[src/rtl/seven_seg_pkg.sv]
// seven_seg_pkg: shared constants for the seven-segment receive path.
//   - Standard digit glyphs 0..9, the three alternate glyphs (6, 7, 9) and
//     the blank pattern, all as seg[6:0] = {a,b,c,d,e,f,g}, active-high.
//   - FSM state encoding for the stability tracker.
package seven_seg_pkg;

    localparam logic [6:0] SEG_0     = 7'h7E;
    localparam logic [6:0] SEG_1     = 7'h30;
    localparam logic [6:0] SEG_2     = 7'h6D;
    localparam logic [6:0] SEG_3     = 7'h79;
    localparam logic [6:0] SEG_4     = 7'h33;
    localparam logic [6:0] SEG_5     = 7'h5B;
    localparam logic [6:0] SEG_6     = 7'h5F;
    localparam logic [6:0] SEG_7     = 7'h70;
    localparam logic [6:0] SEG_8     = 7'h7F;
    localparam logic [6:0] SEG_9     = 7'h7B;

    // Alternate glyphs: 6 without a, 7 with f, 9 without d.
    localparam logic [6:0] SEG_ALT_6 = 7'h1F;
    localparam logic [6:0] SEG_ALT_7 = 7'h72;
    localparam logic [6:0] SEG_ALT_9 = 7'h73;

    localparam logic [6:0] SEG_BLANK = 7'h00;

    typedef enum logic {
        TRACK  = 1'b0,
        LOCKED = 1'b1
    } state_e;

endpackage

[src/rtl/seg_pattern_lookup.sv]
// seg_pattern_lookup: combinational classifier for one seven-segment pattern.
//   seg_i      [6:0] pattern, seg_i[6]=a ... seg_i[0]=g
//   is_digit_o       pattern is a legal digit glyph
//   is_blank_o       pattern is all segments off
//   digit_o    [3:0] decoded digit (0 when not a digit)
// Macro SEVEN_SEG_ALT_GLYPH_EN: when defined, the alternate 6/7/9 glyphs are
// also recognised as digits; otherwise they fall through as illegal.
module seg_pattern_lookup
    import seven_seg_pkg::*;
(
    input  logic [6:0] seg_i,
    output logic       is_digit_o,
    output logic       is_blank_o,
    output logic [3:0] digit_o
);

    always_comb begin
        is_digit_o = 1'b1;
        is_blank_o = 1'b0;
        digit_o    = 4'd0;
        case (seg_i)
            SEG_0:     digit_o = 4'd0;
            SEG_1:     digit_o = 4'd1;
            SEG_2:     digit_o = 4'd2;
            SEG_3:     digit_o = 4'd3;
            SEG_4:     digit_o = 4'd4;
            SEG_5:     digit_o = 4'd5;
            SEG_6:     digit_o = 4'd6;
            SEG_7:     digit_o = 4'd7;
            SEG_8:     digit_o = 4'd8;
            SEG_9:     digit_o = 4'd9;
`ifdef SEVEN_SEG_ALT_GLYPH_EN
            SEG_ALT_6: digit_o = 4'd6;
            SEG_ALT_7: digit_o = 4'd7;
            SEG_ALT_9: digit_o = 4'd9;
`endif
            SEG_BLANK: begin
                is_digit_o = 1'b0;
                is_blank_o = 1'b1;
            end
            default:   is_digit_o = 1'b0;
        endcase
    end

endmodule

[src/rtl/seven_segment_encoder.sv]
// seven_segment_encoder: recovers a BCD digit from a sampled segment bus.
// A pattern is accepted only after it has been held STABLE_CYCLES clocks;
// shorter excursions leave the outputs untouched.
//   clk     rising-edge clock
//   reset   synchronous, active-high
//   seg     [6:0] segment pattern, seg[6]=a ... seg[0]=g
//   bcd     [3:0] last accepted digit
//   valid   stable pattern is a legal digit
//   blank   stable pattern is all-off
//   err     stable pattern is neither a digit nor blank
//   update  one-cycle pulse when an accepted pattern differs from the last one
// Macro SEVEN_SEG_ALT_GLYPH_EN (via seg_pattern_lookup) enables alt 6/7/9.
module seven_segment_encoder
    import seven_seg_pkg::*;
#(
    parameter int unsigned STABLE_CYCLES = 4,
    parameter int unsigned CNT_W         = 8
) (
    input  logic       clk,
    input  logic       reset,
    input  logic [6:0] seg,
    output logic [3:0] bcd,
    output logic       valid,
    output logic       blank,
    output logic       err,
    output logic       update
);

    localparam logic [CNT_W-1:0] CNT_MAX  = CNT_W'(STABLE_CYCLES);
    localparam logic [CNT_W-1:0] CNT_LOCK = CNT_W'(STABLE_CYCLES - 1);

    state_e           state_q, state_d;
    logic [6:0]       seg_q;
    logic [6:0]       last_q, last_d;
    logic [CNT_W-1:0] cnt_q, cnt_d;
    logic [3:0]       bcd_q, bcd_d;
    logic             valid_q, valid_d;
    logic             blank_q, blank_d;
    logic             err_q, err_d;
    logic             update_q, update_d;

    logic             seg_chg;
    logic             is_digit, is_blank;
    logic [3:0]       digit;

    // The candidate is seg_q; on the accepting edge seg == seg_q anyway.
    seg_pattern_lookup u_lookup (
        .seg_i      (seg_q),
        .is_digit_o (is_digit),
        .is_blank_o (is_blank),
        .digit_o    (digit)
    );

    assign seg_chg = (seg != seg_q);

    always_comb begin
        state_d  = state_q;
        last_d   = last_q;
        bcd_d    = bcd_q;
        valid_d  = valid_q;
        blank_d  = blank_q;
        err_d    = err_q;
        update_d = 1'b0;

        if (seg_chg)
            cnt_d = '0;
        else if (cnt_q != CNT_MAX)
            cnt_d = cnt_q + 1'b1;
        else
            cnt_d = cnt_q;

        case (state_q)
            TRACK: begin
                if (!seg_chg && cnt_q >= CNT_LOCK) begin
                    state_d  = LOCKED;
                    last_d   = seg_q;
                    update_d = (seg_q != last_q);
                    if (is_digit) begin
                        bcd_d   = digit;
                        valid_d = 1'b1;
                        blank_d = 1'b0;
                        err_d   = 1'b0;
                    end else if (is_blank) begin
                        valid_d = 1'b0;
                        blank_d = 1'b1;
                        err_d   = 1'b0;
                    end else begin
                        valid_d = 1'b0;
                        blank_d = 1'b0;
                        err_d   = 1'b1;
                    end
                end
            end
            LOCKED: begin
                // Outputs keep the previous decision until a new one lands.
                if (seg_chg)
                    state_d = TRACK;
            end
            default: state_d = TRACK;
        endcase
    end

    always_ff @(posedge clk) begin
        if (reset) begin
            state_q  <= TRACK;
            seg_q    <= SEG_BLANK;
            last_q   <= SEG_BLANK;
            cnt_q    <= '0;
            bcd_q    <= 4'd0;
            valid_q  <= 1'b0;
            blank_q  <= 1'b1;
            err_q    <= 1'b0;
            update_q <= 1'b0;
        end else begin
            state_q  <= state_d;
            seg_q    <= seg;
            last_q   <= last_d;
            cnt_q    <= cnt_d;
            bcd_q    <= bcd_d;
            valid_q  <= valid_d;
            blank_q  <= blank_d;
            err_q    <= err_d;
            update_q <= update_d;
        end
    end

    assign bcd    = bcd_q;
    assign valid  = valid_q;
    assign blank  = blank_q;
    assign err    = err_q;
    assign update = update_q;

endmodule
[config.mk]
export PLATFORM = sky130hd
export DESIGN_NAME = seven_segment_encoder
export DESIGN_NICKNAME = d
export VERILOG_FILES = /design/src/rtl/seven_seg_pkg.sv /design/src/rtl/seg_pattern_lookup.sv /design/src/rtl/seven_segment_encoder.sv
export SDC_FILE = /design/constraint.sdc
export NUM_CORES = 1
export LEC_CHECK = 0
export CELL_PAD_IN_SITES_DETAIL_PLACEMENT = 0
export CELL_PAD_IN_SITES_GLOBAL_PLACEMENT = 1
export CORE_MARGIN = 3
export CORE_UTILIZATION = 40
export CTS_BUF_LIST = sky130_fd_sc_hd__clkbuf_8
export DETAILED_ROUTE_END_ITERATION = 10
export GPL_ROUTABILITY_DRIVEN = 0
export PLACE_DENSITY_LB_ADDON = 0.25
export SLEW_MARGIN = 0
export SYNTH_ARGS = -nofsm -noshare
export SYNTH_HDL_FRONTEND = slang
export SYNTH_SLANG_ARGS = --single-unit
[constraint.sdc]
create_clock -name clk -period 1.95 [get_ports clk]
set_clock_uncertainty 0.2 [all_clocks]
set_input_delay 0.39 -clock clk [delete_from_list [all_inputs] [get_ports clk]]
set_output_delay 0.39 -clock clk [all_outputs]
set_load 0.03 [all_outputs]
==> flow_metrics.tcl <==
set metrics [dict create \
    drt_iter0_drc 49 \
    reg2reg_from "seg_q[6]" \
    wirelength_um 3386 \
    synth_nets 181 \
    place_ws_ns -0.5036 \
    synth-seq-cells 31 \
    fp.dieH_um 67.93 \
    grt_max_degree 22 \
    synthXorXnorAreaFrac 0.1256 \
    hpwl_um 2444 \
    synth_edf_count 0 \
    drive_gt1_frac 0.2955 \
    grt_pass1_wl_um 5740 \
    synth_mux_area_frac 0.05873 \
    n_antenna_cell 0 \
    cp.arrival_ns 2.05 \
    synth_compound_gate_area_share 0.07749 \
    synth_largest_area_cell "dfxtp_1" \
    ys.flop_type "dfxtp_1" \
    fmax_mhz 492.2 \
    timing.setup.tns_ns -0.08186 \
    hp-class "flop to flop" \
    synth_top_family_by_area "simple AND/OR/NAND/NOR gates" \
    period_needed_ns 2.032 \
    wl_per_cell_um 12.73 \
    ys_seq_area_frac 0.4046 \
    fin_crit_sh 1.042 \
    post-synth-top-count-cell "dfxtp_1" \
    first_global_vias 1304 \
    path_class "flop to flop" \
    violations "setup timing" \
    vdd_drop_max_uv 414.4 \
    power_density_nw_per_um2 594.2 \
    maxCapViolations 0 \
    die_w_um 67.93 \
    outcome "finished with violations" \
    numPortBuffers 16 \
    htree_levels 2 \
    start_util 0.4357 \
    ff_latch_area_um2 634.4 \
    clock_tree.root_cell "clkbuf_8" \
    cts.path.max_buffers 2 \
    yosys.area_share.simple 0.2700 \
    grt_setup_unrepaired "yes" \
    maxSlewViolCount 0 \
    clk_pin_slew_ns 0.06 \
    synth_area_um2 1534 \
    setup_viol 1 \
    ys_types 38 \
    synth-adder-area-share 0.01631 \
    required_ns 1.97 \
    fillers 312 \
    start_kind "flop" \
    drc_errors 0 \
    fp-row-count 21 \
    syn_inst 170 \
    vias_per_cell 4.966 \
    drtPass1Iterations 4 \
    num_vias 1321 \
    finalHoldViolCount 0 \
    die_area_um2 4614 \
    synthTopCellsByCount "dfxtp_1 (31), nor2_1 (20), xnor2_1 (12)" \
    async_flop_share 0 \
    hold_start "bcd[1]" \
    worstMarginPinSlew_ns 0.3310 \
    yosysWarnings 0 \
    multi_input_area_um2 937.1 \
    max_slew_margin 0.7773 \
    nets 231 \
    worst_slack_ns -0.08186 \
    cts_tree "built" \
    overflow 0 \
    p_leak_nw 0.8336 \
    clock-sinks 31 \
    fp.coreArea_um2 3521 \
    ant_nets 0 \
    cts_made_buffers 5 \
    grt_use_total 0.1687 \
    area_delta_synth_final_pct 42.09 \
    synthDominantCellAreaShare 0.4046 \
    antenna_found_initial 0 \
    synth_top_cells_by_area "dfxtp_1 (40%), xnor2_1 (6.9%), mux2i_1 (5.9%)" \
    io_pins 17 \
    syn_area_per_cell_um2 9.023 \
    cp-startpoint "seg_q[6]" \
    cp_max_fo 4 \
    cp-end-kind "flop" \
    clkLatencyLatePin_ns 0.28 \
]
[path summary, 6_finish.rpt]
check	end	slack, ns	cells after the start
hold reg to reg	bcd[1]	0.26	2
setup reg to reg	bcd[0]	-0.08	6
hold / removal	bcd[1]	0.26	2
setup / recovery	bcd[0]	-0.08	6
[area by class of cell]
type	instances	share of cell area
multi-input combinational	125	0.4300
clock inverter	1	0.002296
inverter	4	0.006889
tap	46	0.02641
sequential	31	0.2910
clock buffer	6	0.03789
timing repair buffer	53	0.2055
[metal layers]
metal,vias up,GRT usage,share of wire
met4,0,0.07444,0.019
met1,606,0.2093,0.47
met2,22,0.2696,0.47
li1,687,-,-
met3,6,0.04926,0.037
met5,-,0,0
[registers in the layout (all words and copies together), names as in the netlist]
signal   count
bcd          4
blank        1
cnt_q        8
err          1
last_q       7
seg_q        7
state_q      1
update       1
valid        1
[where the power goes]
group          internal, mW  total (mW)  switching, mW
registers             0.640       0.651         0.0106
logic                0.0788       0.142         0.0636
clock network         0.276       0.502          0.226
[worst max-delay path: stages (launching register included)]
cell and delay, ns:
dfxtp_2 0.34, or3_4 0.40, o31ai_2 0.20, and3_4 0.24, o31ai_4 0.08, or3_1 0.38, a21oi_1 0.13
[cell usage in the layout, fill, tap and decap left out, types with 6 or more instances in the layout]
cell and instances:
dfxtp_1 26, clkdlybuf4s50_1 9, buf_4 32, nor2b_1 8, xnor2_1 9, mux2i_1 9, clkbuf_8 6, xor2_1 10
nor2_1 20, dlygate4sd2_1 7, a21oi_1 8, nand2_1 6, nand3_1 7
[cell families (layout without fill, tap and decap cells)]
group / Yosys count / after routing
AND/OR/NAND/NOR: 72 / 72
flip-flops: 31 / 31
XOR/XNOR: 22 / 22
AO/OA/AOI/OAI: 20 / 20
buffers and inverters: 14 / 64
multiplexers: 9 / 9
adder cells (fa/ha/maj): 2 / 2
[timing repair]
item,4_1_cts,5_1_grt
hold buffers,0,0
pin swaps,7,5
buffers inserted,4,3
resized for setup,23,7
endpoints found under the setup margin,15,14
endpoints found under the hold margin,0,0
[stage by stage]
step / utilization / instances / total power, mW / hold WS (ns) / area (µm²)
floorplan: - / 170 / 0.7392 / 0.2599 / 1589
global placement: 0.5554 / 252 / 0.7903 / 0.2443 / 1956
detailed placement: 0.5554 / 252 / 0.7916 / 0.2525 / 1956
CTS: 0.6048 / 263 / 1.300 / 0.2611 / 2130
global route: 0.6190 / 266 / 1.348 / 0.2884 / 2180
finish: 0.6190 / 266 / 1.295 / 0.2582 / 2180
(Power assumes the default switching activity.)
